**src/rtl/icache_pkg.sv**
```systemverilog
// Shared types and width helpers for the set-associative instruction cache.
package icache_pkg;

  typedef enum logic [1:0] {
    ST_IDLE      = 2'd0,
    ST_MISS_REQ  = 2'd1,
    ST_MISS_WAIT = 2'd2,
    ST_FLUSH     = 2'd3
  } icache_state_t;

  // Wide enough for any supported line address; the top keeps only ADDR_W-OFFSET_W bits.
  localparam int unsigned LINE_ADDR_MAX_W = 64;

  typedef struct packed {
    logic [LINE_ADDR_MAX_W-1:0] line_addr;
  } icache_mem_req_t;

  function automatic int unsigned offset_w(input int unsigned line_w);
    return $clog2(line_w / 8);
  endfunction

  function automatic int unsigned set_w(input int unsigned num_sets);
    return $clog2(num_sets);
  endfunction

  function automatic int unsigned tag_w(input int unsigned addr_w, input int unsigned line_w,
                                        input int unsigned num_sets);
    return addr_w - set_w(num_sets) - offset_w(line_w);
  endfunction

  function automatic int unsigned way_w(input int unsigned num_ways);
    return (num_ways > 1) ? $clog2(num_ways) : 1;
  endfunction

endpackage

```
**src/rtl/cache_lru.sv**
```systemverilog
// True-LRU tracker per set using a recency matrix; row r bit j set means way r is newer than way j.
module cache_lru #(
  parameter int unsigned NUM_SETS = 4,
  parameter int unsigned NUM_WAYS = 2,
  parameter int unsigned SET_W    = 2,
  parameter int unsigned WAY_W    = 1
) (
  input  logic             clk,
  input  logic             rst_n,
  input  logic [SET_W-1:0] query_set,
  output logic [WAY_W-1:0] lru_way,
  input  logic             upd_en,
  input  logic [SET_W-1:0] upd_set,
  input  logic [WAY_W-1:0] upd_way
);

  logic [NUM_SETS-1:0][NUM_WAYS-1:0][NUM_WAYS-1:0] order_q, order_d;

  always_comb begin
    order_d = order_q;
    if (upd_en) begin
      for (int j = 0; j < NUM_WAYS; j++) begin
        order_d[upd_set][upd_way][j] = (WAY_W'(j) != upd_way);
      end
      for (int j = 0; j < NUM_WAYS; j++) begin
        order_d[upd_set][j][upd_way] = 1'b0;
      end
    end
  end

  // An all-zero row is never newer than anything; the lowest such way is the LRU one.
  always_comb begin
    lru_way = '0;
    for (int w = NUM_WAYS - 1; w >= 0; w--) begin
      if (order_q[query_set][w] == '0) lru_way = WAY_W'(w);
    end
  end

  always_ff @(posedge clk or negedge rst_n) begin
    if (!rst_n) order_q <= '0;
    else        order_q <= order_d;
  end

endmodule

```
**src/rtl/icache_assoc.sv**
```systemverilog
// N-way set-associative instruction cache: 0-cycle hits, blocking miss with memory handshake, set-serial flush.
module icache_assoc
  import icache_pkg::*;
#(
  parameter int unsigned ADDR_W   = 32,
  parameter int unsigned LINE_W   = 128,
  parameter int unsigned NUM_SETS = 4,
  parameter int unsigned NUM_WAYS = 2,
  localparam int unsigned OFFSET_W = offset_w(LINE_W),
  localparam int unsigned LA_W     = ADDR_W - OFFSET_W
) (
  input  logic              clk,
  input  logic              rst_n,
  input  logic              req_valid,
  output logic              req_ready,
  input  logic [ADDR_W-1:0] req_addr,
  output logic              rsp_valid,
  output logic [LINE_W-1:0] rsp_data,
  output logic              rsp_bus_error,
  input  logic              flush_req,
  output logic              flush_done,
  output logic              mem_req_valid,
  input  logic              mem_req_ready,
  output logic [LA_W-1:0]   mem_req_addr,
  input  logic              mem_rsp_valid,
  input  logic [LINE_W-1:0] mem_rsp_data,
  input  logic              mem_rsp_bus_error
);

  localparam int unsigned SET_W = set_w(NUM_SETS);
  localparam int unsigned TAG_W = tag_w(ADDR_W, LINE_W, NUM_SETS);
  localparam int unsigned WAY_W = way_w(NUM_WAYS);

  icache_state_t                      state_q, state_d;
  logic [NUM_SETS-1:0][NUM_WAYS-1:0]  valid_q, valid_d;
  logic [SET_W-1:0]                   cnt_q, cnt_d;
  icache_mem_req_t                    mem_req_q, mem_req_d;
  logic [WAY_W-1:0]                   victim_q, victim_d;

  logic [TAG_W-1:0]  tag_q  [NUM_SETS][NUM_WAYS];
  logic [LINE_W-1:0] data_q [NUM_SETS][NUM_WAYS];

  logic [LA_W-1:0]     req_line;
  logic [SET_W-1:0]    req_set, fill_set;
  logic [TAG_W-1:0]    req_tag, fill_tag;
  logic [NUM_WAYS-1:0] hit_vec;
  logic                hit;
  logic [WAY_W-1:0]    hit_way, free_way, lru_way, victim_sel;
  logic                free_found;
  logic [LINE_W-1:0]   hit_data;
  logic                fill_we;
  logic                lru_upd_en;
  logic [SET_W-1:0]    lru_upd_set;
  logic [WAY_W-1:0]    lru_upd_way;
  logic                bits_unused;

  assign req_line = req_addr[ADDR_W-1:OFFSET_W];
  assign req_set  = req_line[SET_W-1:0];
  assign req_tag  = req_line[LA_W-1:SET_W];
  assign fill_set = mem_req_q.line_addr[SET_W-1:0];
  assign fill_tag = mem_req_q.line_addr[LA_W-1:SET_W];
  assign mem_req_addr = mem_req_q.line_addr[LA_W-1:0];
  assign bits_unused  = ^{mem_req_q.line_addr, req_addr[OFFSET_W-1:0]};

  for (genvar gi = 0; gi < NUM_WAYS; gi++) begin : g_way
    assign hit_vec[gi] = valid_q[req_set][gi] && (tag_q[req_set][gi] == req_tag);
  end

  assign hit = |hit_vec;

  always_comb begin
    hit_way    = '0;
    free_way   = '0;
    free_found = 1'b0;
    for (int w = 0; w < NUM_WAYS; w++) begin
      if (hit_vec[w]) hit_way = WAY_W'(w);
    end
    // Descending scan so the lowest-index invalid way wins.
    for (int w = NUM_WAYS - 1; w >= 0; w--) begin
      if (!valid_q[req_set][w]) begin
        free_way   = WAY_W'(w);
        free_found = 1'b1;
      end
    end
  end

  assign victim_sel = free_found ? free_way : lru_way;
  assign hit_data   = data_q[req_set][hit_way];

  cache_lru #(
    .NUM_SETS (NUM_SETS),
    .NUM_WAYS (NUM_WAYS),
    .SET_W    (SET_W),
    .WAY_W    (WAY_W)
  ) u_lru (
    .clk       (clk),
    .rst_n     (rst_n),
    .query_set (req_set),
    .lru_way   (lru_way),
    .upd_en    (lru_upd_en),
    .upd_set   (lru_upd_set),
    .upd_way   (lru_upd_way)
  );

  always_comb begin
    state_d       = state_q;
    valid_d       = valid_q;
    cnt_d         = cnt_q;
    mem_req_d     = mem_req_q;
    victim_d      = victim_q;
    req_ready     = 1'b0;
    rsp_valid     = 1'b0;
    rsp_data      = hit_data;
    rsp_bus_error = 1'b0;
    flush_done    = 1'b0;
    mem_req_valid = 1'b0;
    fill_we       = 1'b0;
    lru_upd_en    = 1'b0;
    lru_upd_set   = req_set;
    lru_upd_way   = hit_way;
    unique case (state_q)
      ST_IDLE: begin
        req_ready = !flush_req;
        if (flush_req) begin
          state_d = ST_FLUSH;
          cnt_d   = '0;
        end else if (req_valid) begin
          if (hit) begin
            rsp_valid  = 1'b1;
            lru_upd_en = 1'b1;
          end else begin
            mem_req_d.line_addr           = '0;
            mem_req_d.line_addr[LA_W-1:0] = req_line;
            victim_d                      = victim_sel;
            state_d                       = ST_MISS_REQ;
          end
        end
      end
      ST_MISS_REQ: begin
        mem_req_valid = 1'b1;
        if (mem_req_ready) state_d = ST_MISS_WAIT;
      end
      ST_MISS_WAIT: begin
        rsp_data = mem_rsp_data;
        if (mem_rsp_valid) begin
          rsp_valid     = 1'b1;
          rsp_bus_error = mem_rsp_bus_error;
          state_d       = ST_IDLE;
          // A failed fill leaves the set untouched so the line is refetched next time.
          if (!mem_rsp_bus_error) begin
            fill_we                    = 1'b1;
            valid_d[fill_set][victim_q] = 1'b1;
            lru_upd_en                 = 1'b1;
            lru_upd_set                = fill_set;
            lru_upd_way                = victim_q;
          end
        end
      end
      ST_FLUSH: begin
        valid_d[cnt_q] = '0;
        cnt_d          = cnt_q + SET_W'(1);
        if (cnt_q == SET_W'(NUM_SETS - 1)) begin
          flush_done = 1'b1;
          state_d    = ST_IDLE;
        end
      end
      default: state_d = ST_IDLE;
    endcase
  end

  always_ff @(posedge clk or negedge rst_n) begin
    if (!rst_n) begin
      state_q   <= ST_IDLE;
      valid_q   <= '0;
      cnt_q     <= '0;
      mem_req_q <= '0;
      victim_q  <= '0;
    end else begin
      state_q   <= state_d;
      valid_q   <= valid_d;
      cnt_q     <= cnt_d;
      mem_req_q <= mem_req_d;
      victim_q  <= victim_d;
    end
  end

  always_ff @(posedge clk) begin
    if (fill_we) begin
      tag_q[fill_set][victim_q]  <= fill_tag;
      data_q[fill_set][victim_q] <= mem_rsp_data;
    end
  end

endmodule

```
**config.mk**
```make
export PLATFORM = sky130hd
export DESIGN_NAME = icache_assoc
export DESIGN_NICKNAME = d
export VERILOG_FILES = /design/src/rtl/icache_pkg.sv /design/src/rtl/cache_lru.sv /design/src/rtl/icache_assoc.sv
export SDC_FILE = /design/constraint.sdc
export NUM_CORES = 1
export LEC_CHECK = 0
export BUFFER_PORTS_ARGS = -buffer_cell sky130_fd_sc_hd__buf_2
export CAP_MARGIN = 25
export CORE_MARGIN = 1
export CORE_UTILIZATION = 60
export DETAILED_ROUTE_END_ITERATION = 10
export GPL_TIMING_DRIVEN = 0
export PLACE_DENSITY = 0.85
export SYNTH_ARGS = -nofsm -noshare
export SYNTH_HDL_FRONTEND = slang
export SYNTH_HIERARCHICAL = 1
export SYNTH_SLANG_ARGS = --single-unit
export TNS_END_PERCENT = 20
```
**constraint.sdc**
```tcl
create_clock -name clk -period 14.55 [get_ports clk]
set_input_delay 2.1825 -clock clk [delete_from_list [all_inputs] [get_ports clk]]
set_output_delay 2.1825 -clock clk [all_outputs]
set_load 0.02 [all_outputs]
```
==> After elaboration in Yosys (flattened, before gate mapping) <==
Memories as Yosys holds them, arrays and structs flattened.
Index checks and enable logic that the tools add are counted.
{ "totals": {"mem_count": 2, "ramBits": 1232, "word_cells": 154, "ff_bits": 57} }
{ "mem_list": {"columns": ["name", "words", "width", "read_ports", "rd_clocked_by_memory_dff", "wr", "line", "rtl"], "rows": [
  ["data_q", 4, 256, 1, 0, 1, "icache_assoc.sv:41", "logic [LINE_W-1:0] data_q [NUM_SETS][NUM_WAYS];"],
  ["tag_q", 4, 52, 1, 0, 1, "icache_assoc.sv:40", "logic [TAG_W-1:0] tag_q [NUM_SETS][NUM_WAYS];"]
]} }
{ "classes": {"reduce_logical": 19, "add_sub_neg": 1, "n_eq_ne": 13, "bitwise_logic": 12, "order_cmp": 14, "muxes": 77} }
{ "op_table": {"columns": ["op", "count"], "rows": [
  ["$mux 128", 5],
  ["$mux 256", 1],
  ["$demux 128 s1", 1],
  ["$eq 26x26->1", 2],
  ["$mux 52", 1],
  ["$and 16x16->16", 2],
  ["$bwmux 16", 2],
  ["$demux 4 s2", 4],
  ["$not 16->16", 2],
  ["$mux 2", 15],
  ["$mux 1", 27],
  ["$demux 26 s1", 1],
  ["$mux 26", 1],
  ["$mux 4", 4],
  ["$mux 8", 2],
  ["$pmux 8 s2", 1],
  ["$lt 2x3->1 const B", 4],
  ["$ne 2x2->1 const B", 5],
  ["$and 8x8->8", 1],
  ["$bmux 4 s2", 1],
  ["$demux 2 s2", 2],
  ["$logic_and 1x1->1", 8],
  ["$not 8->8", 1],
  ["$or 8x8->8", 1],
  ["25 further kinds", 42]
]} }

==> Logic depth before layout (Yosys ltp) <==
{ "logic_depth": {"word_depth": 17, "depth_mapped": 16, "mapped_depth_nobuf": 10} }

==> Cells and area by module <==
Netlist, hierarchy kept.
{ "by_module_without_submodules": {"columns": ["mod", "n_inst", "cells_each", "seq_area_each_um2", "area_each_um2"], "rows": [
  ["icache_assoc", 1, 2364, 38021.5, 49875.3],
  ["cache_lru", 1, 57, 400.4, 641.9]
]} }

==> Worst setup path after synthesis <==
OpenSTA, ideal clock, no wires.
{ "synth_path": {"kind": "input to register", "from": "in mem_rsp_valid", "to": "mem data_q[0][128] in the netlist's numbering (enable)", "n_path_buf": 0, "setup_time_ns": 0.858, "cell_stages": 3, "path_slack_ns": 0.626, "arrival_ns": 13.066, "cell_sequence": "nand2_1 or3_1 nor3_1"} }
{ "synth_between": {"elab_chain_len": 4} }
{ "synth_rtl": {"columns": ["element", "line", "rtl"], "rows": [
  ["from (decl)", "icache_assoc.sv:25", "input logic mem_rsp_valid,"],
  ["$mux 1", "icache_assoc.sv:145", "if (mem_rsp_valid) begin"],
  ["$mux 1", "icache_assoc.sv:121", "unique case (state_q)"],
  ["$mux 1", "icache_assoc.sv:188", "if (fill_we) begin"],
  ["$mux 256 (implied by the code)", "icache_assoc.sv:190", "data_q[fill_set][victim_q] <= mem_rsp_data;"],
  ["to (decl)", "icache_assoc.sv:41", null]
]} }
Every way passes these cells.

==> Final worst setup path <==
{ "layout_path": {"from": "in req_addr[4]", "to": "out rsp_data[42]"} }
{ "layout_between": {"elab_chain_len": 9} }
{ "layout_rtl": {"columns": ["element", "line", "rtl"], "rows": [
  ["from (decl)", "icache_assoc.sv:16", "input logic [ADDR_W-1:0] req_addr,"],
  ["$mem_v2 4x52 / $bmux 2 s2 (equally long branches)", null, null],
  ["$eq 26x26->1 / $mux 2 (equally long branches)", null, null],
  ["$logic_and 1x1->1", "icache_assoc.sv:66", "assign hit_vec[gi] = valid_q[req_set][gi] && (tag_q[req_set][gi] == req_tag);"],
  ["$mux 1", "icache_assoc.sv:76", "if (hit_vec[w]) hit_way = WAY_W'(w);"],
  ["$not 1->2 (implied by the code)", "icache_assoc.sv:88", "assign hit_data = data_q[req_set][hit_way];"],
  ["$mux 128 (implied by the code) (*) (3 in series)", "icache_assoc.sv:88", null],
  ["$mux 128 (*)", "icache_assoc.sv:121", null],
  ["to (decl)", "icache_assoc.sv:18", "output logic [LINE_W-1:0] rsp_data,"]
]} }
Every way passes the cells marked *; elsewhere a longest branch is shown, timed or not. The select of a mux whose other input is x is not followed.

==> flow_summary.toml <==
[logic_synthesis]
synth_area_leaders = "edfxtp_1 73%, mux4_2 13%, mux2i_1 3.3%"
avgSynthCellArea_um2 = 20.9
ys_types = 57
synth_area_um2 = 50500
synth_top_area_share_pct = 73.2
netlist.top_cell.by_area = "edfxtp_1"
yosysMostFrequentCell = "edfxtp_1"
yosys-top-cells-count = "1232 x edfxtp_1, 297 x mux4_2, 168 x mux2i_1"
synth_warnings = 6
ys_seq_area_share_pct = 76.1
netlist_instances = 2421
ys.flop_type = "edfxtp_1"
synth_edf_count = 1232
syn_nets = 2592
yosys_register_bits = 1289
synthArstFlopShare_pct = 4.42

[final_layout]
final_cells = 4158
layout-drive-gt1-share_pct = 31.6
area_delta_synth_final_pct = 17.0
final_util_pct = 70.8
nets = 3138

[sta]
setup_viol = 0
rsz0062_at_grt = "no"
worstMarginPinSlew_ps = 1170
finalHoldViolations = 0
slew_viol_final = 0
hold-worst-slack_ps = 479
max_freq_mhz = 108
timing.final.crit_period_ps = 9270
setup_ws_ps = 5280
finClkSkew_ps = 46.4
fin_crit_sh_pct = 63.7
slew_headroom_pct = 22.0

[clock_network]
htreeDepth = 3
cts_root_buf = "clkbuf_16"
cts_buffers = 121
ctsResizeCount = 0
cts_tree = "built"
clkSlewWorstSetupHoldPaths_ps = 60
clock_latency_ps = 700
postCtsHoldBufs = 0
cts_buffer_depth = 3
cts_setup_buffers = 0
cts.sinks = 1289

[route]
wl_per_cell_um = 30.9
initialDrtViolationCount = 3333
vias_per_cell = 6.62
route.antenna.remaining_nets = 0
vias = 27517
remaining_drc_errors = 0
dr.pass1.iters = 6
wl_um = 128000

[worst_setup_path]
crit_buf_inv = 8
cp_top_family = "buffers and inverters"
required_ps = 12370
crit_path_max_incr_delay_ps = 560
crit_type = "input pin to output pin"
end_kind = "output pin"
critPathMaxFanout = 10
crit_slowest_cell = "mux4_2"
path_common_cell = "buf_2"
cp-start-kind = "input pin"
crit_arrival_ps = 7080
crit_chain = "buf_2 > buf_4 > buf_6 > buf_2 > buf_4 > mux4_2 > xnor2_1 > nand4_1 > nor3_1 > o2111ai_1 > buf_2 > buf_2 > mux2i_1 > o21ai_0 > buf_2"

[grt]
grt_pass1_vias = 28025
antenna_found_initial = 27
grtUsageMet3_pct = 6.11
use_met2_pct = 49.5
grt_pass1_wl_um = 186000
met1_usage_pct = 40.4
busiest_layer = "met2"
grt-ovfl-total = 0
grt_max_degree = 41
grt_usage_pct = 30.1

[placement]
dp_cells = 3909
dp_slack_ps = 5330
io_buffers = 322
dpl.hpwl_um = 80300
globalplace.congestion = 0.875

[die]
coreArea_um2 = 83400
fp.dieW_um = 292
initial_core_util_pct = 60.6
die_area_um2 = 85400
row_count = 106
die_h_um = 292
pin_count = 328

[pwr]
leakagePower_uw = 0.0206
powerDensity_nw_per_um2 = 154
vdd_drop_max_uv = 113
p_total_uw = 9100

[job]
cap_violations = 0

[min_path]
hold_path.class = "register to register"

[status]
status = "complete, no violations"
per-layer routing:
layer / share of wire [%] / wire (µm)
met1: 36 / 45800
met2: 50 / 64400
met3: 10 / 13500
met4: 3.6 / 4610
met5: 0.12 / 152
registers in the layout, summed over array words and instances (netlist names), named ones only:
| name | cells |
|---|---|
| victim_q | 1 |
| valid_q | 8 |
| cnt_q | 2 |
| state_q | 2 |
| mem_req_q | 28 |
| tag_q | 208 |
| data_q | 1024 |
| u_lru/order_q | 8 |
stage by stage:
stage                     setup TNS (ps)  cell area [µm²]
final                                  0            59100
after floorplan                        0            50500
after global placement          -5459640            53500
after CTS                              0            58800
after global routing                   0            59100
after detailed placement               0            55000
kinds of logic (layout without fill, tap and decap cells):
| logic type | after synthesis | after routing | share of synthesized area [%] |
|---|---|---|---|
| DFF | 1289 | 1289 | 76.1 |
| other | 0 | 14 | 0 |
| buffers and inverters | 135 | 778 | 1.20 |
| AOI/OAI and AO/OA | 204 | 204 | 2.39 |
| adders and majority gates | 4 | 4 | 0.0991 |
| muxes | 507 | 507 | 17.5 |
| and+or+nand+nor | 246 | 246 | 2.12 |
| xor gates and xnor gates | 36 | 36 | 0.624 |
worst reg2reg max path, cell delays in order, from the launching register on:
cell,delay (ps)
dfrtp_1,430
inv_1,150
nor2_1,340
clkbuf_1,860
nand2_1,320
nor2_1,400
nand2_1,320
nor3_2,750
buf_6,280
buf_8,180
buf_6,190
buf_6,160
buf_6,170
buf_6,190
buf_8,160
cell type report:
cell class	instances	area [µm²]
timing repair buffer	423	3260
inverter	14	52.6
clock inverter	61	559
antenna	14	35.0
tap	1080	1350
clock buffer	159	3300
sequential	1289	38400
fill	4675	24300
multi-input combinational	997	11500
buffer	121	554
layout by cell type (no fill, tap or decap), types with 38 or more instances in the layout:
cell       count
edfxtp_1    1232
buf_2        347
mux4_2       297
mux2i_1      168
nand2_1      162
o21ai_0      138
clkbuf_16    123
clkbuf_1     105
dfrtp_1       57
buf_6         38
report_power, final:
| part | internal, µW | leakage (µW) | switching, µW |
|---|---|---|---|
| registers | 4330 | 0.0118 | 153 |
| logic | 479 | 0.00689 | 1080 |
| clock network | 1710 | 0.00188 | 1350 |
path summary, 6_finish.rpt:
path	slack [ps]	from	endpoint	depth (start not counted)
max	5280	req_addr[4]	rsp_data[42]	15
min	480	valid_q[0]	valid_q[0]	1
max reg2reg	9340	state_q[1]	data_q[0][13]	14
min reg2reg	480	valid_q[0]	valid_q[0]	1
max in group asynchronous	12420	rst_n	state_q[1]	2
min in group asynchronous	1470	rst_n	mem_req_q[4]	1
No activity file was read; power rests on OpenSTA's default activity.
